==> config.mk <==
export PLATFORM = sky130hd
export DESIGN_NAME = edge_stamp_fifo
export DESIGN_NICKNAME = d
export VERILOG_FILES = /design/src/rtl/edge_stamp_pkg.sv /design/src/rtl/stamp_fifo.sv /design/src/rtl/edge_stamp_fifo.sv
export SDC_FILE = /design/constraint.sdc
export NUM_CORES = 1
export LEC_CHECK = 0
export CAP_MARGIN = 20
export CORE_MARGIN = 2
export CORE_UTILIZATION = 25
export DETAILED_ROUTE_END_ITERATION = 8
export DONT_BUFFER_PORTS = 1
export HOLD_SLACK_MARGIN = 0.15
export PLACE_DENSITY = 0.5
export REMOVE_ABC_BUFFERS = 1
export SLEW_MARGIN = 20
export SYNTH_ARGS = -nofsm -noshare
export SYNTH_HDL_FRONTEND = slang
export SYNTH_SLANG_ARGS = --single-unit
==> constraint.sdc <==
create_clock -name clk_50M -period 5.7 [get_ports clk_50M]
set_clock_uncertainty 0.2 [all_clocks]
set_input_delay 0.285 -clock clk_50M [delete_from_list [all_inputs] [get_ports clk_50M]]
set_output_delay 0.285 -clock clk_50M [all_outputs]
set_load 0.01 [all_outputs]
==> src/rtl/edge_stamp_pkg.sv <==
// Shared widths and word layout for the edge timestamp FIFO.
// A buffered word is {edge_count, timestamp}, with the count in the MSBs.
package edge_stamp_pkg;
  localparam int CNT_WIDTH_DEF = 16;
  localparam int TS_WIDTH_DEF  = 32;
  localparam int WORD_W        = CNT_WIDTH_DEF + TS_WIDTH_DEF;
  localparam int COUNT_LSB     = TS_WIDTH_DEF;
endpackage

==> src/rtl/stamp_fifo.sv <==
// Generic first-word-fall-through FIFO with registered pointers.
// Pointers carry one extra wrap bit so full and empty can be told apart.
module stamp_fifo #(
  parameter int WIDTH = 48,
  parameter int DEPTH = 16,
  localparam int ADDR_W = $clog2(DEPTH)
) (
  input  logic              clk,
  input  logic              arst,
  input  logic              clr,
  input  logic              push,
  input  logic [WIDTH-1:0]  din,
  input  logic              pop,
  output logic [WIDTH-1:0]  dout,
  output logic              empty,
  output logic              full,
  output logic [ADDR_W:0]   level
);

  logic [WIDTH-1:0] mem [DEPTH];
  logic [ADDR_W:0]  wr_ptr;
  logic [ADDR_W:0]  rd_ptr;
  logic             do_push;
  logic             do_pop;

  assign empty = (wr_ptr == rd_ptr);
  assign full  = (wr_ptr[ADDR_W] != rd_ptr[ADDR_W]) &&
                 (wr_ptr[ADDR_W-1:0] == rd_ptr[ADDR_W-1:0]);
  assign level = wr_ptr - rd_ptr;

  // A push into a full FIFO only lands when a pop frees the slot in the same cycle.
  assign do_pop  = pop & ~empty & ~clr;
  assign do_push = push & (~full | do_pop) & ~clr;

  always_ff @(posedge clk or posedge arst) begin
    if (arst) begin
      wr_ptr <= '0;
      rd_ptr <= '0;
    end else if (clr) begin
      wr_ptr <= '0;
      rd_ptr <= '0;
    end else begin
      if (do_push) wr_ptr <= wr_ptr + (ADDR_W+1)'(1);
      if (do_pop)  rd_ptr <= rd_ptr + (ADDR_W+1)'(1);
    end
  end

  always_ff @(posedge clk) begin
    if (do_push) mem[wr_ptr[ADDR_W-1:0]] <= din;
  end

  // Storage is not reset, so the head word is masked to zero while empty.
  assign dout = empty ? '0 : mem[rd_ptr[ADDR_W-1:0]];

endmodule

==> src/rtl/edge_stamp_fifo.sv <==
// Counts accepted encoder edges, stamps each with a free-running counter
// and buffers {count, timestamp} words for valid/ready readout.
module edge_stamp_fifo
  import edge_stamp_pkg::*;
#(
  parameter int CNT_WIDTH = CNT_WIDTH_DEF,
  parameter int TS_WIDTH  = TS_WIDTH_DEF,
  parameter int DEPTH     = 16,
  localparam int ADDR_W   = $clog2(DEPTH)
) (
  input  logic                          clk_50M,
  input  logic                          arst,
  input  logic                          edge_in,
  input  logic                          en,
  input  logic                          clr,
  output logic                          m_valid,
  input  logic                          m_ready,
  output logic [CNT_WIDTH+TS_WIDTH-1:0] m_data,
  output logic [ADDR_W:0]               fifo_level,
  output logic [CNT_WIDTH-1:0]          edge_count,
  output logic [TS_WIDTH-1:0]           timestamp,
  output logic                          overflow
);

  localparam int W_WORD = CNT_WIDTH + TS_WIDTH;

  logic                 accept;
  logic                 full;
  logic                 empty;
  logic                 pop_now;
  logic [CNT_WIDTH-1:0] count_next;
  logic [W_WORD-1:0]    word;

  assign accept     = edge_in & en & ~clr;
  assign pop_now    = m_ready & ~empty;
  assign count_next = edge_count + CNT_WIDTH'(1);
  assign word       = {count_next, timestamp};
  assign m_valid    = ~empty;

  always_ff @(posedge clk_50M or posedge arst) begin
    if (arst) begin
      timestamp  <= '0;
      edge_count <= '0;
      overflow   <= 1'b0;
    end else begin
      timestamp <= timestamp + TS_WIDTH'(1);
      if (clr) begin
        edge_count <= '0;
        overflow   <= 1'b0;
      end else if (accept) begin
        // The count advances even when the word is dropped, leaving a visible gap.
        edge_count <= count_next;
        if (full && !pop_now) overflow <= 1'b1;
      end
    end
  end

  stamp_fifo #(
    .WIDTH (W_WORD),
    .DEPTH (DEPTH)
  ) u_fifo (
    .clk   (clk_50M),
    .arst  (arst),
    .clr   (clr),
    .push  (accept),
    .din   (word),
    .pop   (m_ready),
    .dout  (m_data),
    .empty (empty),
    .full  (full),
    .level (fifo_level)
  );

endmodule

Word level (Yosys, flattened, before mapping) --
Memories as Yosys holds them, arrays and structs flattened. Cells that the tools add are included.
Operators by class: add/sub/neg operators 5, bitwise logic cells 10, reduce and logical (&&, ||, !) cells 8, muxes and demuxes 12, equality and inequality tests 3
Operators by type and width (number):
- 48-bit two-way mux | 1
- 32-bit by 1-bit adder with 32-bit output, second input constant | 1
- 16-bit two-way mux | 2
- 5-bit two-way mux | 4
- 16-bit by 1-bit adder with 16-bit output, second input constant | 1
- 5-bit by 1-bit adder with 5-bit output, second input constant | 2
- 2-bit nonzero test | 4
- 1-bit AND | 6
- 5-bit equality test | 1
- 1-bit two-way mux | 5
- 5-bit subtractor | 1
- 4-bit equality test | 1
- 1-bit NOT | 3
- 1-bit logical AND | 2
- 2-bit AND reduction | 1
- 1-bit logical NOT | 1
- 1-bit != test | 1
- 1-bit OR | 1
Word-level totals: flip-flop bits (word level) 59, bits in writable memories 768, memories 1, bits of input ports 6, output and inout bits 103
Memories:
- u_fifo.mem | words 16, width 48, rd ports 1, clocked after Yosys merged registers in 0, wr ports 1, line stamp_fifo.sv:20 | logic [WIDTH-1:0] mem [DEPTH];

Longest topological paths before layout --
Gate-level depths: netlist of run 1.
depth after elaboration 9, gate-level depth with buffers 11, gate-level depth less buffers 7

Cells and area by module --
From an unflattened synthesis of run 1, not the netlist that was laid out.
Unflattened totals: cell total of the unflattened synthesis 1521, area total of the unflattened synthesis 32449.9 um^2
By module, submodules not included:
- stamp_fifo | area an instance 29967.5 um^2, cells an instance 1277, instances 1, seq. area each 23312.4 um^2
- edge_stamp_fifo | area an instance 2482.4 um^2, cells an instance 244, instances 1, seq. area each 1226.2 um^2

Worst setup path before layout of run 1 --
Ideal clock, no wire load.
path type register to register, start point register u_fifo.rd_ptr[1], end point memory u_fifo.mem[0][0], enable pin, path slack -0.481 ns, arrival time 5.468 ns, path buffers 3, data required time 4.987 ns, cell stages (with the launch flop) 10, cell sequence dfrtp_1 -> buf_2 -> buf_2 -> buf_2 -> inv_1 -> ha_1 -> and4_1 -> a311oi_1 -> nand2_1 -> nor3_1
Between the ends: cells in the longest elaborated chain, start to end 9, elaborated cells on any way between the ends 12, those cells by class eq/ne: 2; mux: 2; bitwise: 7; reduce/logical: 1
Ends and longest elaborated chain:
- from (decl) | line stamp_fifo.sv:22 | logic [ADDR_W:0] rd_ptr;
- from (signal assigned) | line stamp_fifo.sv:44 | if (do_pop) rd_ptr <= rd_ptr + (ADDR_W+1)'(1);
- 5-bit equality test | line stamp_fifo.sv:26 | assign empty = (wr_ptr == rd_ptr);
- 1-bit NOT | line stamp_fifo.sv:32 | assign do_pop = pop & ~empty & ~clr;
- 1-bit AND (2 in series) | line stamp_fifo.sv:32
- 1-bit OR * | line stamp_fifo.sv:33 | assign do_push = push & (~full | do_pop) & ~clr;
- 1-bit AND * (2 in series) | line stamp_fifo.sv:33
- 1-bit two-way mux * | line stamp_fifo.sv:49 | if (do_push) mem[wr_ptr[ADDR_W-1:0]] <= din;
- 1-bit two-way mux (implied by the code) * | line stamp_fifo.sv:49
- to (decl) | line stamp_fifo.sv:20
Mark *: on every way between the ends. The rest lies on a longest branch, timed or not.

Final worst setup path of run 1 --
start point register u_fifo.rd_ptr[0], end point output m_data[35]
Between the ends: cells in the longest elaborated chain, start to end 2, elaborated cells on any way between the ends 3, those cells by class eq/ne: 1; mux: 1; memory: 1
Ends and longest elaborated chain:
- memory 16 x 48 bit or 5-bit equality test (tied branches)
- 48-bit two-way mux * | line stamp_fifo.sv:53 | assign dout = empty ? '0 : mem[rd_ptr[ADDR_W-1:0]];
- to (decl) | line edge_stamp_fifo.sv:18 | output logic [CNT_WIDTH+TS_WIDTH-1:0] m_data,
Marks and branches as above.

==> results of run 1 <==
==> cell usage after synthesis, types with 2 or more instances <==
master,number,share of area (%)
sky130_fd_sc_hd__a2111oi_4,2,0.17
sky130_fd_sc_hd__a21o_1,2,0.046
sky130_fd_sc_hd__a21oi_1,12,0.19
sky130_fd_sc_hd__and2_1,5,0.096
sky130_fd_sc_hd__and3_1,8,0.15
sky130_fd_sc_hd__and4_1,9,0.24
sky130_fd_sc_hd__buf_1,4,0.046
sky130_fd_sc_hd__buf_2,33,0.51
sky130_fd_sc_hd__buf_6,21,0.73
sky130_fd_sc_hd__clkbuf_1,16,0.19
sky130_fd_sc_hd__dfrtp_1,59,4.6
sky130_fd_sc_hd__edfxtp_1,768,71
sky130_fd_sc_hd__ha_1,11,0.42
sky130_fd_sc_hd__inv_1,16,0.19
sky130_fd_sc_hd__mux2i_1,97,3.0
sky130_fd_sc_hd__mux4_2,192,13
sky130_fd_sc_hd__nand2_1,29,0.34
sky130_fd_sc_hd__nand2b_1,2,0.039
sky130_fd_sc_hd__nand3_1,17,0.26
sky130_fd_sc_hd__nand4_1,10,0.19
sky130_fd_sc_hd__nand4_2,2,0.077
sky130_fd_sc_hd__nor2_1,41,0.47
sky130_fd_sc_hd__nor3_1,11,0.17
sky130_fd_sc_hd__o21ai_0,9,0.14
sky130_fd_sc_hd__o22ai_1,48,0.93
sky130_fd_sc_hd__or3_1,8,0.15
sky130_fd_sc_hd__xnor2_1,30,0.81
sky130_fd_sc_hd__xor2_1,33,0.89
==> layer usage <==
layer	vias up	GRT usage (%)	wire [um]
li1	6372	-	-
met1	8039	14.6	32900
met2	320	20.0	39200
met3	97	2.09	3250
met4	0	3.33	1480
met5	-	0	0
==> registers in the layout (all words and copies together) (netlist names) <==
signal and count:
edge_count 16, u_fifo.rd_ptr 5, overflow 1, timestamp 32, u_fifo.wr_ptr 5, u_fifo.mem 768
==> per-stage QoR <==
stage / cell area, sq um / TNS (ns) / power [mW]
global route: 37800 / 0 / 14.0
finish: 37800 / 0 / 13.5
CTS: 37800 / 0 / 13.7
detailed placement: 34700 / 0 / 7.74
global placement: 34700 / 0 / 7.73
floorplan: 31900 / -5095.99 / 7.45
==> report_power, final <==
group | total, mW | switching [mW] | internal, mW
sequential | 6.60 | 0.0181 | 6.58
clock | 5.93 | 2.37 | 3.56
combinational | 0.961 | 0.625 | 0.336
total | 13.5 | 3.01 | 10.5
==> layout make-up <==
type	count	area share, %
repair buffers	53	1.29
clock buffers	118	6.50
well taps	1742	5.76
flip-flops and latches	827	64.9
multi-input cells	589	19.8
inverters	17	0.185
clock inverters	49	1.60
==> repair_timing <==
action                                  CTS  global route
hold buffers                              7             1
hold endpoints to repair                 86            26
endpoints found under the setup margin    0             0
==> kinds of logic after synthesis <==
logic type                 share of synthesized area, %
DFF                                                75.7
muxes                                              16.3
and+or+nand+nor                                    2.35
buffers and inverters                              1.74
AOI/OAI and AO/OA                                  1.66
xor gates and xnor gates                           1.79
adders and majority gates                         0.486
==> worst register-to-register path, cell delays in order (launching register included) <==
cell and delay [ns]:
sky130_fd_sc_hd__dfrtp_4 0.76, sky130_fd_sc_hd__inv_1 0.10, sky130_fd_sc_hd__ha_1 0.35, sky130_fd_sc_hd__and4_1 0.31
sky130_fd_sc_hd__a311oi_1 0.66, sky130_fd_sc_hd__nand2_1 0.38, sky130_fd_sc_hd__nor2_4 0.58, sky130_fd_sc_hd__buf_12 0.35
==> how the worst max path moves through the flow <==
stage / slack (ns) / cells after the start / endpoint / start
detailed placement: 1.58 / 7 / u_fifo.mem[6][47] / u_fifo.rd_ptr[1]
global placement: 1.51 / 7 / u_fifo.mem[8][15] / u_fifo.rd_ptr[1]
CTS: 1.18 / 5 / m_data[35] / u_fifo.rd_ptr[0]
floorplan: -7.27 / 5 / u_fifo.mem[0][0] / u_fifo.rd_ptr[0]
global route: 1.02 / 5 / m_data[35] / u_fifo.rd_ptr[0]
finish: 1.37 / 5 / m_data[35] / u_fifo.rd_ptr[0]
==> results by group, run 1 <==
Run status
  – Outcome: complete, no violations

Clock network
  – Buffer levels on the longest clock path: 3
  – Total CTS buffers: 90
  – Clock-pin slew reported for the worst setup and hold paths after clock tree synthesis: 0.06 ns
  – Clock tree sinks: 827
  – Buffer count from post-CTS setup fixing: 0
  – Latest clock arrival within the worst-skew pair: 0.64 ns
  – Number of levels in the clock H-tree: 3
  – Post-cts sizing count: 0
  – Root Buffer Master: sky130_fd_sc_hd__clkbuf_16
  – CTS tree: done

Drt
  – Count of antenna-violating nets left after detailed routing: 0
  – Vias post-DR: 14,800
  – Detailed router's first-iteration violation count: 1,144
  – Final Routed Wirelength: 76.9 mm
  – Wire length per cell after detailed routing: 22.6 um
  – Drt via density: 4.37
  – TritonRoute pass-1 iters: 5
  – Residual DRC count: 0

Critical path
  – Dominant delay contributor by cell family on the critical path: buffers and inverters
  – Buffers plus inverters on the worst setup path: 2
  – Slowest cell on the critical path: sky130_fd_sc_hd__buf_4
  – Capturing element type of the critical path: output port
  – FF-to-FF setup slack: 1.64 ns
  – CP arrival: 3.85 ns
  – Launch instance of the worst register-to-register path: u_fifo.rd_ptr[1]
  – Critical path type: reg -> out
  – Crit path largest cell delay: 0.85 ns
  – Cells traversed along the worst timing path: buf_12 -> buf_4 -> mux4_2 -> mux2i_1 -> o22ai_1
  – Maximum fanout along the worst path: 105
  – Reg2reg path depth: 7
  – Worst endpoint required time: 5.22 ns
  – Reg-to-Reg End: u_fifo.mem[8][2]
  – Launching element type of the critical path: flop

STA
  – Final worst-path setup slack: 1.37 ns
  – Final hold vios: 0
  – Max Freq: 0.231 GHz
  – Final worst path period need: 4.33 ns
  – Endpoints failing setup: 0
  – Worst hold margin: 0.208 ns
  – Worst slew margin: 32.0%
  – Post-route clock period utilization: 76.0%
  – Max-slew violation count: 0
  – Slew of the pin with the lowest slew margin: 1.02 ns
  – RSZ-0062 raised after global routing: false

Synth
  – Flip-flop and latch count after synthesis: 827
  – Syn avg cell area: 21.5 sq um
  – Cell area after synthesis: 0.0324 sq mm
  – Top_reg_cell synth: sky130_fd_sc_hd__edfxtp_1
  – Number of distinct library cell variants in the gate-level netlist after synthesis: 42
  – Synth Warn #: 0
  – Sequential element share of the synthesized area: 75.7%
  – Post-Syn Instances: 1,509
  – Count of flip-flops with a built-in enable after synthesis: 768
  – Share of synthesized registers carrying an async set or reset: 7.13%

GRT
  – Global routing usage summed across all routing layers: 11.5%
  – Total congestion overflow after global routing: 0
  – Via count of the first global-routing pass: 15,800
  – First-pass GRT wire length: 112 mm
  – Initial antenna violation count: 1
  – Pin count of the biggest net entering global routing: 106

Floorplan
  – Die height: 364 um
  – Die X-Extent: 364 um
  – Row Count: 132
  – Effective utilization at floorplan: 25.1%
  – Top-level port count: 109
  – Die footprint: 0.133 sq mm
  – Placeable core region: 0.129 sq mm

Hold path
  – Hold-critical path endpoint: u_fifo.mem[8][10]
  – Min-delay worst type: in -> reg
  – Worst hold path cell count: 3
  – Startpoint of the most critical hold path: clr

Place
  – Weighted congestion at the end of routability-driven global placement: 0.731
  – Setup slack after placement: 1.58 ns
  – Dpl cells: 3,220
  – Buffers added on ports: 0
  – Final HPWL from detailed placement: 44.9 mm

Layout
  – Final standard cell utilization of the core: 29.3%
  – Most frequent cells in the layout: sky130_fd_sc_hd__edfxtp_1, sky130_fd_sc_hd__mux4_2, sky130_fd_sc_hd__mux2i_1, sky130_fd_sc_hd__clkbuf_16, sky130_fd_sc_hd__dfrtp_1
  – Most common cell after layout, fill and taps aside: sky130_fd_sc_hd__edfxtp_1
  – Proportion of layout cells with a drive suffix above 1: 24.9%
  – Number of antenna repair diodes: 0
  – # fillers: 12,700
  – Area growth from synthesis to final layout: 16.7%
  – Number of nets at the end of the flow: 1,596
  – Final non-filler cell total: 3,395
  – Storage element area: 0.0245 sq mm
  – Area occupied by multi-input gates: 0.00749 sq mm

Power
  – Worst IR Drop VDD: 0.206 mV
  – Power density normalized to cell area: 356 mW/mm^2
  – Leakage component of the power: 12.4 nW

Job
  – Max capacitance violation total: 0
Power figures use the tool's default switching activity.
==> run 2, diff against run 1 <==
--- a/config.mk
+++ b/config.mk
@@ -5,13 +5,14 @@
 export SDC_FILE = /design/constraint.sdc
 export NUM_CORES = 1
 export LEC_CHECK = 0
+export ABC_AREA = 1
 export CAP_MARGIN = 20
 export CORE_MARGIN = 2
 export CORE_UTILIZATION = 25
 export DETAILED_ROUTE_END_ITERATION = 8
 export DONT_BUFFER_PORTS = 1
 export HOLD_SLACK_MARGIN = 0.15
-export PLACE_DENSITY = 0.5
+export PLACE_DENSITY = 0.48
 export REMOVE_ABC_BUFFERS = 1
 export SLEW_MARGIN = 20
 export SYNTH_ARGS = -nofsm -noshare
==> constraint.sdc (replaced) <==
create_clock -name clk_50M -period 4.3 [get_ports clk_50M]
set_clock_uncertainty 0.2 [all_clocks]
set_input_delay 0.215 -clock clk_50M [delete_from_list [all_inputs] [get_ports clk_50M]]
set_output_delay 0.215 -clock clk_50M [all_outputs]
set_load 0.01 [all_outputs]
==> run 2 against run 1 <==
Compared with the run above:
- sequential cell count unchanged
- clock power increased by 29%
- combinational power increased by 130%
- sequential share of layout area decreased by 6.6 points
- die area increased by 13%
- critical path depth increased by 2
- via count increased by 64%
- critical path type unchanged
- critical endpoint is now m_data[2]
- largest cell class unchanged
==> results by group, run 2 <==
STA
  – Worst hold margin: 0.231 ns (+0.0233 ns)
  – Slew of the pin with the lowest slew margin: 1.06 ns (+0.0418 ns)
  – RSZ-0062 raised after global routing: false
  – Post-route clock period utilization: 91.9%
  – Final hold vios: 0 (unchanged)
  – Final worst path period need: 3.95 ns
  – Final worst-path setup slack: 0.350 ns (-1.02 ns)
  – Max-slew violation count: 0 (unchanged)
  – Summed negative setup slack over all endpoints: 0 ns (unchanged)
  – Worst slew margin: 29.4% (-2.6 points)
  – Endpoints failing setup: 0 (unchanged)
  – Max Freq: 0.253 GHz

Power
  – Worst IR Drop VDD: 0.282 mV (+37%)
  – Net switching power: 4.89 mW (+62%)
  – Switching Share: 26.4% (+4.0 points)
  – Relative contribution of sequential cells to total power: 47.2% (-1.7 points)
  – Leakage component of the power: 17.3 nW (+39%)
  – Combinational power share: 11.7% (+4.6 points)
  – Internal power consumption: 13.7 mW (+30%)
  – Power density normalized to cell area: 440 mW/mm^2 (+24%)
  – Power Total: 18.5 mW (+38%)
  – Clock network fraction of total power: 41.1% (-2.9 points)

Floorplan
  – Placeable core region: 0.146 sq mm (+13%)
  – Die X-Extent: 387 um (+6.2%)
  – Effective utilization at floorplan: 25.1% (+0.028 points)
  – Top-level port count: 109 (unchanged)
  – Row Count: 140 (+6.1%)
  – Die footprint: 0.149 sq mm (+13%)
  – Die height: 387 um (+6.2%)

Critical path
  – Maximum fanout along the worst path: 63 (-40%)
  – Cell repeated most along the worst path: sky130_fd_sc_hd__nand2_1
  – Capturing element type of the critical path: output port
  – Reg-to-Reg End: u_fifo.wr_ptr[2]
  – Reg2reg path depth: 12 (+5)
  – Cells traversed along the worst timing path: buf_4 -> nand3_1 -> nand2_1 -> nand2_1 -> nand2_1 -> inv_1 -> a21oi_1
  – Launch instance of the worst register-to-register path: u_fifo.rd_ptr[1]
  – Crit path largest cell delay: 0.90 ns (+0.05 ns)
  – Critical path type: reg -> out
  – Buffers plus inverters on the worst setup path: 2 (unchanged)
  – Dominant delay contributor by cell family on the critical path: flip-flops
  – Launching element type of the critical path: flop
  – CP arrival: 3.54 ns (-0.31 ns)
  – Slowest cell on the critical path: sky130_fd_sc_hd__dfrtp_4
  – Worst endpoint required time: 3.88 ns (-1.34 ns)
  – FF-to-FF setup slack: 0.54 ns (-1.10 ns)

Hold path
  – Startpoint of the most critical hold path: m_ready
  – Min-delay worst type: in -> reg
  – Hold-critical path endpoint: overflow
  – Worst hold path cell count: 3 (unchanged)

Synth
  – Synth Warn #: 0 (unchanged)
  – Count of flip-flops with a built-in enable after synthesis: 768 (unchanged)
  – Cell type contributing the most total cell area after synthesis: sky130_fd_sc_hd__edfxtp_1
  – Flip-flop and latch count after synthesis: 827 (unchanged)
  – Top area cells in the synthesized netlist: sky130_fd_sc_hd__edfxtp_1, sky130_fd_sc_hd__nand2_1, sky130_fd_sc_hd__inv_1
  – Sequential element share of the synthesized area: 67.1% (-8.6 points)
  – Share of the synthesized area in the top cell type: 63.0% (-8.1 points)
  – Cell area after synthesis: 0.0366 sq mm (+13%)
  – Number of distinct library cell variants in the gate-level netlist after synthesis: 33 (-21%)
  – Most used standard cells in the synthesized netlist: sky130_fd_sc_hd__nand2_1, sky130_fd_sc_hd__edfxtp_1, sky130_fd_sc_hd__inv_1
  – Share of synthesized registers carrying an async set or reset: 7.13% (unchanged)
  – Post-Syn Instances: 3,667 (+140%)
  – Top_reg_cell synth: sky130_fd_sc_hd__edfxtp_1
  – Most instantiated library cell after synthesis: sky130_fd_sc_hd__nand2_1
  – Syn avg cell area: 9.98 sq um (-54%)

Clock network
  – CTS tree: done
  – Clock-pin slew reported for the worst setup and hold paths after clock tree synthesis: 0.06 ns (about the same)
  – Buffer levels on the longest clock path: 3 (unchanged)
  – Root Buffer Master: sky130_fd_sc_hd__clkbuf_16
  – Clock tree sinks: 827 (unchanged)
  – Number of levels in the clock H-tree: 3 (unchanged)
  – Latest clock arrival within the worst-skew pair: 0.67 ns (+0.03 ns)
  – Total CTS buffers: 93 (+3.3%)

Layout
  – Most common cell after layout, fill and taps aside: sky130_fd_sc_hd__nand2_1
  – Number of antenna repair diodes: 0 (unchanged)
  – Final non-filler cell total: 5,691 (+68%)
  – # fillers: 15,000 (+19%)
  – Area growth from synthesis to final layout: 15.1%
  – Proportion of layout cells with a drive suffix above 1: 7.13% (-18 points)
  – Flip-flop count of the largest register, all copies and words added: 768 (unchanged)
  – Area occupied by multi-input gates: 0.00903 sq mm (+21%)
  – Number of nets at the end of the flow: 3,716 (+130%)
  – Storage element area: 0.0245 sq mm (about the same)
  – Final standard cell utilization of the core: 28.9% (-0.37 points)
  – Most frequent cells in the layout: sky130_fd_sc_hd__nand2_1, sky130_fd_sc_hd__edfxtp_1, sky130_fd_sc_hd__inv_1, sky130_fd_sc_hd__nand3_1, sky130_fd_sc_hd__clkbuf_16
  – Area of all placed cells without fillers: 0.0421 sq mm (+11%)

Drt
  – Final Routed Wirelength: 107 mm (+39%)
  – Wire length per cell after detailed routing: 18.8 um (-17%)
  – Detailed router's first-iteration violation count: 1,944 (+70%)
  – Vias post-DR: 24,400 (+64%)
  – Residual DRC count: 0 (unchanged)
  – Drt via density: 4.28 (-1.9%)
  – TritonRoute pass-1 iters: 7 (+2)
  – Count of antenna-violating nets left after detailed routing: 0 (unchanged)

Place
  – Final HPWL from detailed placement: 62.3 mm (+39%)
  – Dpl cells: 5,510 (+71%)
  – Setup slack after placement: 0.920 ns (-0.663 ns)
  – Buffers added on ports: 0 (unchanged)
  – Post-place instance area: 0.0391 sq mm (+13%)
  – Weighted congestion at the end of routability-driven global placement: 0.791 (+8.2%)

GRT
  – Via count of the first global-routing pass: 23,100 (+46%)
  – Total congestion overflow after global routing: 0 (unchanged)
  – First-pass GRT wire length: 158 mm (+41%)
  – Global routing usage summed across all routing layers: 14.0% (+2.5 points)
  – Initial antenna violation count: 3 (+2)
  – Pin count of the biggest net entering global routing: 132 (+25%)

Run status
  – Outcome: complete, no violations

Job
  – Max capacitance violation total: 0 (unchanged)
[run 2: worst max-delay path by stage]
stage / slack [ns] / startpoint / to / depth (start not counted)
after CTS: 0.26 / u_fifo.rd_ptr[1] / m_data[18] / 5
final: 0.35 / u_fifo.rd_ptr[1] / m_data[2] / 7
after global placement: 0.90 / u_fifo.rd_ptr[1] / u_fifo.mem[6][24] / 10
after floorplan: -7.77 / u_fifo.rd_ptr[0] / m_data[0] / 8
after detailed placement: 0.92 / u_fifo.rd_ptr[1] / u_fifo.mem[12][11] / 10
after global routing: 0.18 / u_fifo.rd_ptr[1] / m_data[2] / 7
[run 2: per-layer routing]
metal	share of wire [%]	global-route usage, %
met5	0.0084	0
met4	1.9	3.11
met3	7.8	4.22
met2	43	21.2
met1	47	19.7
[run 2: kinds of logic (layout without fill, tap and decap cells)]
logic type / count (synthesis) / in the layout / share of synthesized area (%)
simple gates: 1963 / 1963 / 22.0
flops: 827 / 827 / 67.1
buf+inv: 759 / 866 / 8.65
xor+xnor: 31 / 31 / 0.742
fa+ha+maj: 12 / 12 / 0.431
compound gates: 75 / 75 / 1.14
[run 2: tightest hold or removal path, cell delays in order]
cell                            delay, ns
sky130_fd_sc_hd__dlygate4sd3_1       0.60
sky130_fd_sc_hd__nand3b_1            0.14
sky130_fd_sc_hd__o21ai_0             0.07
[run 2: final cells by class]
cell class                 instances  share of cell area [%]
multi-input combinational       2081                    21.4
timing repair buffer              96                    2.27
inverter                         599                    5.39
clock buffer                     127                    6.13
sequential                       827                    58.3
tap                             1917                    5.70
clock inverter                    44                   0.761
[run 2: power groups by stage]
stage                     logic [mW]  registers (mW)  clock network, mW
after CTS                       2.22            8.75               7.82
after detailed placement        2.20            8.92                  0
after floorplan                 1.59            9.04                  0
after global routing            2.46            8.75               8.11
final                           2.17            8.75               7.63
after global placement          2.20            8.92                  0
[run 2: what timing repair did]
item / in CTS / in global routing
resized for setup: 0 / 0
setup buffers: 0 / 0
endpoints found under the hold margin: 86 / 0
hold buffers: 10 / 0
